## src/rtl/cipu_pkg.sv

```systemverilog
// Shared types and defaults for the item stack/queue engine.
package cipu_pkg;

  // Top-level engine states.
  typedef enum logic [1:0] {
    IDLE,
    LOAD,
    POP,
    DRAIN
  } state_e;

  // Default stream control codes (ASCII ';', '$', '0').
  localparam logic [7:0] DEFAULT_DELIM_CODE = 8'd59;
  localparam logic [7:0] DEFAULT_END_CODE   = 8'd36;
  localparam logic [7:0] DEFAULT_ZERO_CODE  = 8'd48;

  // Width needed to hold any count from 0 to depth inclusive.
  function automatic int cnt_width(input int depth);
    return $clog2(depth + 1);
  endfunction

endpackage

```

## src/rtl/cipu_out_stage.sv

```systemverilog
// Registered valid/ready output slice holding out_data/out_last.
// A new beat may be loaded whenever the slice is empty or its current beat
// is being taken, so back-to-back beats flow without bubbles.
module cipu_out_stage #(
  parameter int DATA_W = 8
) (
  input  logic              clk,
  input  logic              rst,
  input  logic              push_i,
  input  logic [DATA_W-1:0] push_data_i,
  input  logic              push_last_i,
  output logic              ready_o,
  output logic              out_valid_o,
  input  logic              out_ready_i,
  output logic [DATA_W-1:0] out_data_o,
  output logic              out_last_o
);

  logic              valid_q;
  logic [DATA_W-1:0] data_q;
  logic              last_q;

  assign ready_o     = !valid_q || out_ready_i;
  assign out_valid_o = valid_q;
  assign out_data_o  = data_q;
  assign out_last_o  = last_q;

  // Load a new beat when the slot frees up; otherwise hold the presented beat.
  always_ff @(posedge clk or posedge rst) begin
    // NOTE: sequential state uses non-blocking assignments so every register
    // samples pre-edge values, independent of block ordering.
    if (rst) begin
      valid_q <= 1'b0;
      data_q  <= '0;
      last_q  <= 1'b0;
    end else if (ready_o) begin
      valid_q <= push_i;
      if (push_i) begin
        data_q <= push_data_i;
        last_q <= push_last_i;
      end
    end
  end

endmodule

```

## src/rtl/cipu_stack_queue_engine.sv

```systemverilog
// Item stack/queue engine: collects delimited groups of item codes into one
// storage array, pops a requested count of each group in LIFO order, keeps
// the rest, and drains everything kept in arrival order on the end code.
// Optional build macro CIPU_STATUS_EN adds occupancy and sticky overflow.
module cipu_stack_queue_engine
  import cipu_pkg::*;
#(
  parameter int                DATA_W     = 8,
  parameter int                DEPTH      = 16,
  parameter int                CNT_W      = cnt_width(DEPTH),
  parameter logic [DATA_W-1:0] DELIM_CODE = DATA_W'(DEFAULT_DELIM_CODE),
  parameter logic [DATA_W-1:0] END_CODE   = DATA_W'(DEFAULT_END_CODE),
  parameter logic [DATA_W-1:0] ZERO_CODE  = DATA_W'(DEFAULT_ZERO_CODE)
) (
  input  logic              clk,
  input  logic              rst,
  input  logic              in_valid,
  output logic              in_ready,
  input  logic [DATA_W-1:0] in_data,
  input  logic [CNT_W-1:0]  pop_num,
  output logic              out_valid,
  input  logic              out_ready,
  output logic [DATA_W-1:0] out_data,
  output logic              out_last,
  output logic              done_group,
  output logic              done_all
`ifdef CIPU_STATUS_EN
  ,
  output logic [CNT_W-1:0]  occupancy,
  output logic              overflow
`endif
);

  localparam int               AW      = (DEPTH > 1) ? $clog2(DEPTH) : 1;
  localparam logic [CNT_W-1:0] ONE     = CNT_W'(1);
  localparam logic [CNT_W-1:0] TWO     = CNT_W'(2);
  localparam logic [CNT_W-1:0] DEPTH_C = CNT_W'(DEPTH);

  state_e            state_q, state_d;
  logic [CNT_W-1:0]  base_q, base_d;   // retained item count
  logic [CNT_W-1:0]  top_q, top_d;     // retained + current group
  logic [CNT_W-1:0]  rd_q, rd_d;       // next storage index to emit
  logic [CNT_W-1:0]  rem_q, rem_d;     // beats still to hand to the slice
  logic              zero_q, zero_d;   // current burst is the lone ZERO beat
  logic              done_group_q, done_group_d;
  logic              done_all_q, done_all_d;

  logic [DATA_W-1:0] mem [DEPTH];
  logic              mem_we;

  logic              in_fire, out_fire;
  logic              is_delim, is_end;
  logic [CNT_W-1:0]  grp_cnt, pop_n;

  logic              push, push_last, stage_ready;
  logic [DATA_W-1:0] push_data;

  assign in_ready   = ((state_q == IDLE) || (state_q == LOAD)) && !rst;
  assign in_fire    = in_valid && in_ready;
  assign out_fire   = out_valid && out_ready;
  assign is_delim   = (in_data == DELIM_CODE);
  assign is_end     = (in_data == END_CODE);
  assign grp_cnt    = top_q - base_q;
  assign pop_n      = (pop_num < grp_cnt) ? pop_num : grp_cnt;
  assign done_group = done_group_q;
  assign done_all   = done_all_q;

  // Next-state, storage write and output-slice feed for the engine FSM.
  always_comb begin
    // NOTE: every variable gets a default first so no path leaves it
    // unassigned, which would otherwise infer a latch.
    state_d      = state_q;
    base_d       = base_q;
    top_d        = top_q;
    rd_d         = rd_q;
    rem_d        = rem_q;
    zero_d       = zero_q;
    done_group_d = 1'b0;
    done_all_d   = 1'b0;
    mem_we       = 1'b0;
    push         = 1'b0;
    push_data    = mem[rd_q[AW-1:0]];
    push_last    = (rem_q == ONE);

    case (state_q)
      IDLE, LOAD: begin
        if (in_fire) begin
          if (is_end) begin
            // Any open group joins the retained region; first drain beat
            // leaves in this same cycle.
            state_d = DRAIN;
            base_d  = top_q;
            push    = 1'b1;
            if (top_q == '0) begin
              push_data = ZERO_CODE;
              push_last = 1'b1;
              rem_d     = '0;
              zero_d    = 1'b1;
            end else begin
              push_data = mem[0];
              push_last = (top_q == ONE);
              rd_d      = ONE;
              rem_d     = top_q - ONE;
              zero_d    = 1'b0;
            end
          end else if (is_delim) begin
            // First pop beat comes from the top of the current group.
            state_d = POP;
            push    = 1'b1;
            if (pop_n == '0) begin
              push_data = ZERO_CODE;
              push_last = 1'b1;
              rem_d     = '0;
              zero_d    = 1'b1;
            end else begin
              push_data = mem[top_q[AW-1:0] - 1'b1];
              push_last = (pop_n == ONE);
              rd_d      = top_q - TWO;
              rem_d     = pop_n - ONE;
              zero_d    = 1'b0;
            end
          end else begin
            state_d = LOAD;
            if (top_q < DEPTH_C) begin
              mem_we = 1'b1;
              top_d  = top_q + ONE;
            end
          end
        end
      end

      POP: begin
        if ((rem_q != '0) && stage_ready) begin
          push  = 1'b1;
          rd_d  = rd_q - ONE;
          rem_d = rem_q - ONE;
        end
        if (out_fire && !zero_q) begin
          top_d = top_q - ONE;
        end
        if (out_fire && out_last) begin
          // Unpopped group items stay put and become retained.
          base_d       = top_d;
          done_group_d = 1'b1;
          state_d      = LOAD;
        end
      end

      DRAIN: begin
        if ((rem_q != '0) && stage_ready) begin
          push  = 1'b1;
          rd_d  = rd_q + ONE;
          rem_d = rem_q - ONE;
        end
        if (out_fire && out_last) begin
          base_d     = '0;
          top_d      = '0;
          done_all_d = 1'b1;
          state_d    = IDLE;
        end
      end

      default: state_d = IDLE;
    endcase
  end

  // Engine state registers and registered done pulses.
  always_ff @(posedge clk or posedge rst) begin
    if (rst) begin
      state_q      <= IDLE;
      base_q       <= '0;
      top_q        <= '0;
      rd_q         <= '0;
      rem_q        <= '0;
      zero_q       <= 1'b0;
      done_group_q <= 1'b0;
      done_all_q   <= 1'b0;
    end else begin
      state_q      <= state_d;
      base_q       <= base_d;
      top_q        <= top_d;
      rd_q         <= rd_d;
      rem_q        <= rem_d;
      zero_q       <= zero_d;
      done_group_q <= done_group_d;
      done_all_q   <= done_all_d;
    end
  end

  // Item storage write port.
  always_ff @(posedge clk) begin
    // NOTE: the storage array is deliberately not reset; base/top define
    // which entries are meaningful, so stale contents are never emitted.
    if (mem_we) begin
      mem[top_q[AW-1:0]] <= in_data;
    end
  end

  cipu_out_stage #(
    .DATA_W (DATA_W)
  ) u_out_stage (
    .clk         (clk),
    .rst         (rst),
    .push_i      (push),
    .push_data_i (push_data),
    .push_last_i (push_last),
    .ready_o     (stage_ready),
    .out_valid_o (out_valid),
    .out_ready_i (out_ready),
    .out_data_o  (out_data),
    .out_last_o  (out_last)
  );

`ifdef CIPU_STATUS_EN
  logic overflow_q;
  logic item_drop;

  assign item_drop = in_fire && !is_delim && !is_end && (top_q == DEPTH_C);
  assign occupancy = top_q;
  assign overflow  = overflow_q;

  // Sticky overflow flag, cleared when a drain completes.
  always_ff @(posedge clk or posedge rst) begin
    if (rst) begin
      overflow_q <= 1'b0;
    end else if (done_all_d) begin
      overflow_q <= 1'b0;
    end else if (item_drop) begin
      overflow_q <= 1'b1;
    end
  end
`endif

endmodule

```

## config.mk

```make
export PLATFORM = sky130hd
export DESIGN_NAME = cipu_stack_queue_engine
export DESIGN_NICKNAME = d
export VERILOG_FILES = /design/src/rtl/cipu_pkg.sv /design/src/rtl/cipu_out_stage.sv /design/src/rtl/cipu_stack_queue_engine.sv
export SDC_FILE = /design/constraint.sdc
export NUM_CORES = 1
export LEC_CHECK = 0
export CAP_MARGIN = 10
export CORE_MARGIN = 5
export CORE_UTILIZATION = 62
export CTS_CLUSTER_DIAMETER = 120
export DETAILED_ROUTE_END_ITERATION = 8
export PLACE_DENSITY = 0.78
export SYNTH_ARGS = -nofsm -noshare
export SYNTH_HDL_FRONTEND = slang
export SYNTH_HIERARCHICAL = 1
export SYNTH_SLANG_ARGS = --single-unit
```

## constraint.sdc

```tcl
create_clock -name clk -period 4.4 [get_ports clk]
set_input_delay 0.88 -clock clk [delete_from_list [all_inputs] [get_ports clk]]
set_output_delay 0.88 -clock clk [all_outputs]
set_load 0.02 [all_outputs]
```

==> results.ini <==
[grt]
grt_max_degree = 37
grt_overflow = 0
grt_usage_pct = 28.3
grt_first_pass_wirelength_um = 35300
first_global_vias = 5941
antenna_found_initial = 1

[sta]
fin_tns_setup_ns = 0
skew_ns = 0.00805
rsz0062_at_grt = false
layout_setup_ws_ns = 0.783
setup_viol = 0
slew-limit-headroom_pct = 26.0
hold_viol = 0
slew_violations = 0
fin_crit_ns = 3.62
fmax_ghz = 0.276
worst_pin_slew_ns = 1.10
whs_ns = 0.496
timing.final.crit_share_pct = 82.2

[clock_tree]
clk_pin_slew_ns = 0.07
cts_tree = built
h-tree-depth = 4
clock_path_buffers = 2
cts_root_buffer = clkbuf_16
postCtsSetupBuffers = 0
cts_resized = 0
cts.sinks = 162
hold_buffers = 0
insertion_delay_ns = 0.43
cts_buffers = 17

[floorplanning]
num_io_pins = 30
fp.dieW_um = 130
dieArea_sq_um = 16800
core_sq_um = 13900
rows = 43
die_h_um = 130
initial_core_util_pct = 63.7

[layout]
n_fill_cell = 892
antenna_cells = 0
regArea_sq_um = 4700
areaGrowthSynthToFinish_pct = 13.0
layout.nets = 689
layout-drive-gt1-share_pct = 21.8
multiInputGateArea_sq_um = 3940

[detailed_routing]
vias = 5980
firstDrtPassIters = 6
drc = 0
drtIter0Drc = 1011
postRouteWirelength_um = 22400
detail_route.vias_per_cell = 7.10
wl_per_cell_um = 26.5
ant_nets = 0

[placement]
gp_congestion = 0.896
port_buffers = 29
pre_cts_slack_ns = 0.677
dp_hpwl_um = 15100

[setup_path]
worstPathArrival_ns = 3.99
rrSetupSlack_ns = 0.78
end_kind = register
critPathMaxFanout = 9
r2r_start = top_q[0]
cp_data_required_time_ns = 4.77
r2r_end = u_out_stage/out_data_o[6]
startpoint_type = register
path_class = reg -> reg
rr_worst_depth = 14

[logic_synthesis]
syn_area_sq_um = 8880
syn-num-nets = 640
synth_top_area_share_pct = 43.3
synthFlopType = edfxtp_1
synth_edf_count = 128
yosysWarnings = 6
async_reset_ff_share_pct = 21.0
synth_top_area_cell = edfxtp_1
yosys-top-cells-area = edfxtp_1 43%, mux4_2 15%, dfrtp_1 9.6%
ys_seq_elements = 162
synthDistinctLibCells = 68
ys_seq_area_share_pct = 52.9
synth_cells = 600
syn_area_per_cell_sq_um = 14.8

[power_and_ir_drop]
ir_worst_vdd_uv = 359
powerDensity_nw_per_um2 = 755
power.leakage_nw = 3.64

[hold_path]
holdPathStages = 1
min_to = base_q[1]
hold_start = base_q[1]
hold_path_class = reg -> reg

[run_status]
outcome = complete, no violations

[job]
cap_violations = 0

[cell type report]
cell class	count	share of cell area [%]
clock inverter	15	1.43
timing repair buffer	61	5.29
inverter	18	0.673
clock buffer	17	4.24
sequential	162	46.8
tap	180	2.24
multi-input combinational	389	39.3
[layout by cell type (no fill, tap or decap), types with 10 or more instances in the layout]
cell and count:
edfxtp_1 128, mux4_2 58, nand2_1 37, nor2_1 33
dfrtp_1 32, buf_4 32, clkdlybuf4s50_1 29, a21oi_1 24
ha_1 21, nor3_1 19, o21ai_0 18, clkbuf_16 17
inv_1 16, mux4_1 15, and2_1 10, a211oi_1 10
mux2_4 10, mux2i_1 10
[registers in the layout (all words and copies together), names as in the netlist]
signal,flops
mem,128
u_out_stage/out_data_o,8
base_q,5
rem_q,5
top_q,5
rd_q,4
state_q,2
done_all,1
done_group,1
u_out_stage/out_last_o,1
u_out_stage/out_valid_o,1
zero_q,1
[through the flow]
| stage | power [mW] | instances | util (%) | cell area (sq um) |
|---|---|---|---|---|
| floorplan | 5.01 | 600 | - | 8880 |
| global placement | 5.92 | 810 | 67.9 | 9460 |
| detailed placement | 6.05 | 810 | 67.9 | 9460 |
| CTS | 7.51 | 842 | 72.0 | 10000 |
| global route | 7.95 | 842 | 72.0 | 10000 |
| finish | 7.57 | 842 | 72.0 | 10000 |
[per-layer routing]
| layer | vias up | wire (um) | GRT usage [%] |
|---|---|---|---|
| met5 | - | 13 | 0 |
| met4 | 2 | 496 | 6.42 |
| met3 | 56 | 2330 | 6.88 |
| met2 | 404 | 10400 | 44.0 |
| met1 | 2976 | 9100 | 41.2 |
| li1 | 2542 | - | - |
[report_power, final]
part | switching [mW] | internal [mW]
sequential | 0.253 | 1.82
clock | 0.658 | 0.796
combinational | 2.17 | 1.88
[logic make-up after synthesis]
group / count (synthesis) / share of synthesized area (%)
xor gates and xnor gates: 14 / 1.38
buffers and inverters: 49 / 2.68
adders and majority gates: 23 / 3.41
DFF: 162 / 52.9
and+or+nand+nor: 147 / 8.73
muxes: 96 / 22.4
AOI/OAI and AO/OA: 109 / 8.56
[critical path: stages, from the launching register on]
cell and delay (ns):
dfrtp_1 0.39, inv_2 0.06, ha_1 0.17, inv_1 0.06, fa_1 0.39, xnor2_1 0.40
ha_1 0.33, a21oi_1 0.13, a21oi_1 0.11, a211oi_2 0.21, buf_4 0.19, mux2_4 0.35
nor2_1 0.38, a221o_1 0.25, mux2_4 0.13
[worst max-delay path by stage]
stage | startpoint | endpoint | slack (ns) | cells past startpoint
final | top_q[0] | u_out_stage/out_data_o[6] | 0.78 | 14
after global routing | top_q[0] | u_out_stage/out_data_o[6] | 0.58 | 14
after CTS | top_q[0] | u_out_stage/out_data_o[6] | 0.83 | 14
after detailed placement | in_data[5] | base_q[0] | 0.68 | 7
after global placement | in_data[5] | base_q[1] | 0.86 | 7
after floorplan | top_q[0] | u_out_stage/out_data_o[6] | 0.43 | 15
[synth_stat cells (4+ instances only)]
cell and n:
a211oi_1 10, o21ai_0 18, buf_2 9, nor4_1 5, a21oi_1 24, a22o_1 6, xor2_1 7, mux4_2 58
dfrtp_1 34, o21a_1 6, o221ai_1 5, nor3b_1 4, ha_1 21, nor2_1 33, mux2_4 10, nand3_1 8
nor3_1 19, a21o_1 9, nand4_1 4, xnor2_1 7, and3_1 6, nand2_1 37, and2_1 10, edfxtp_1 128
nor2b_1 4, inv_1 16, clkbuf_1 14, mux4_1 15, mux2i_1 10
(Power assumes the default switching activity.)
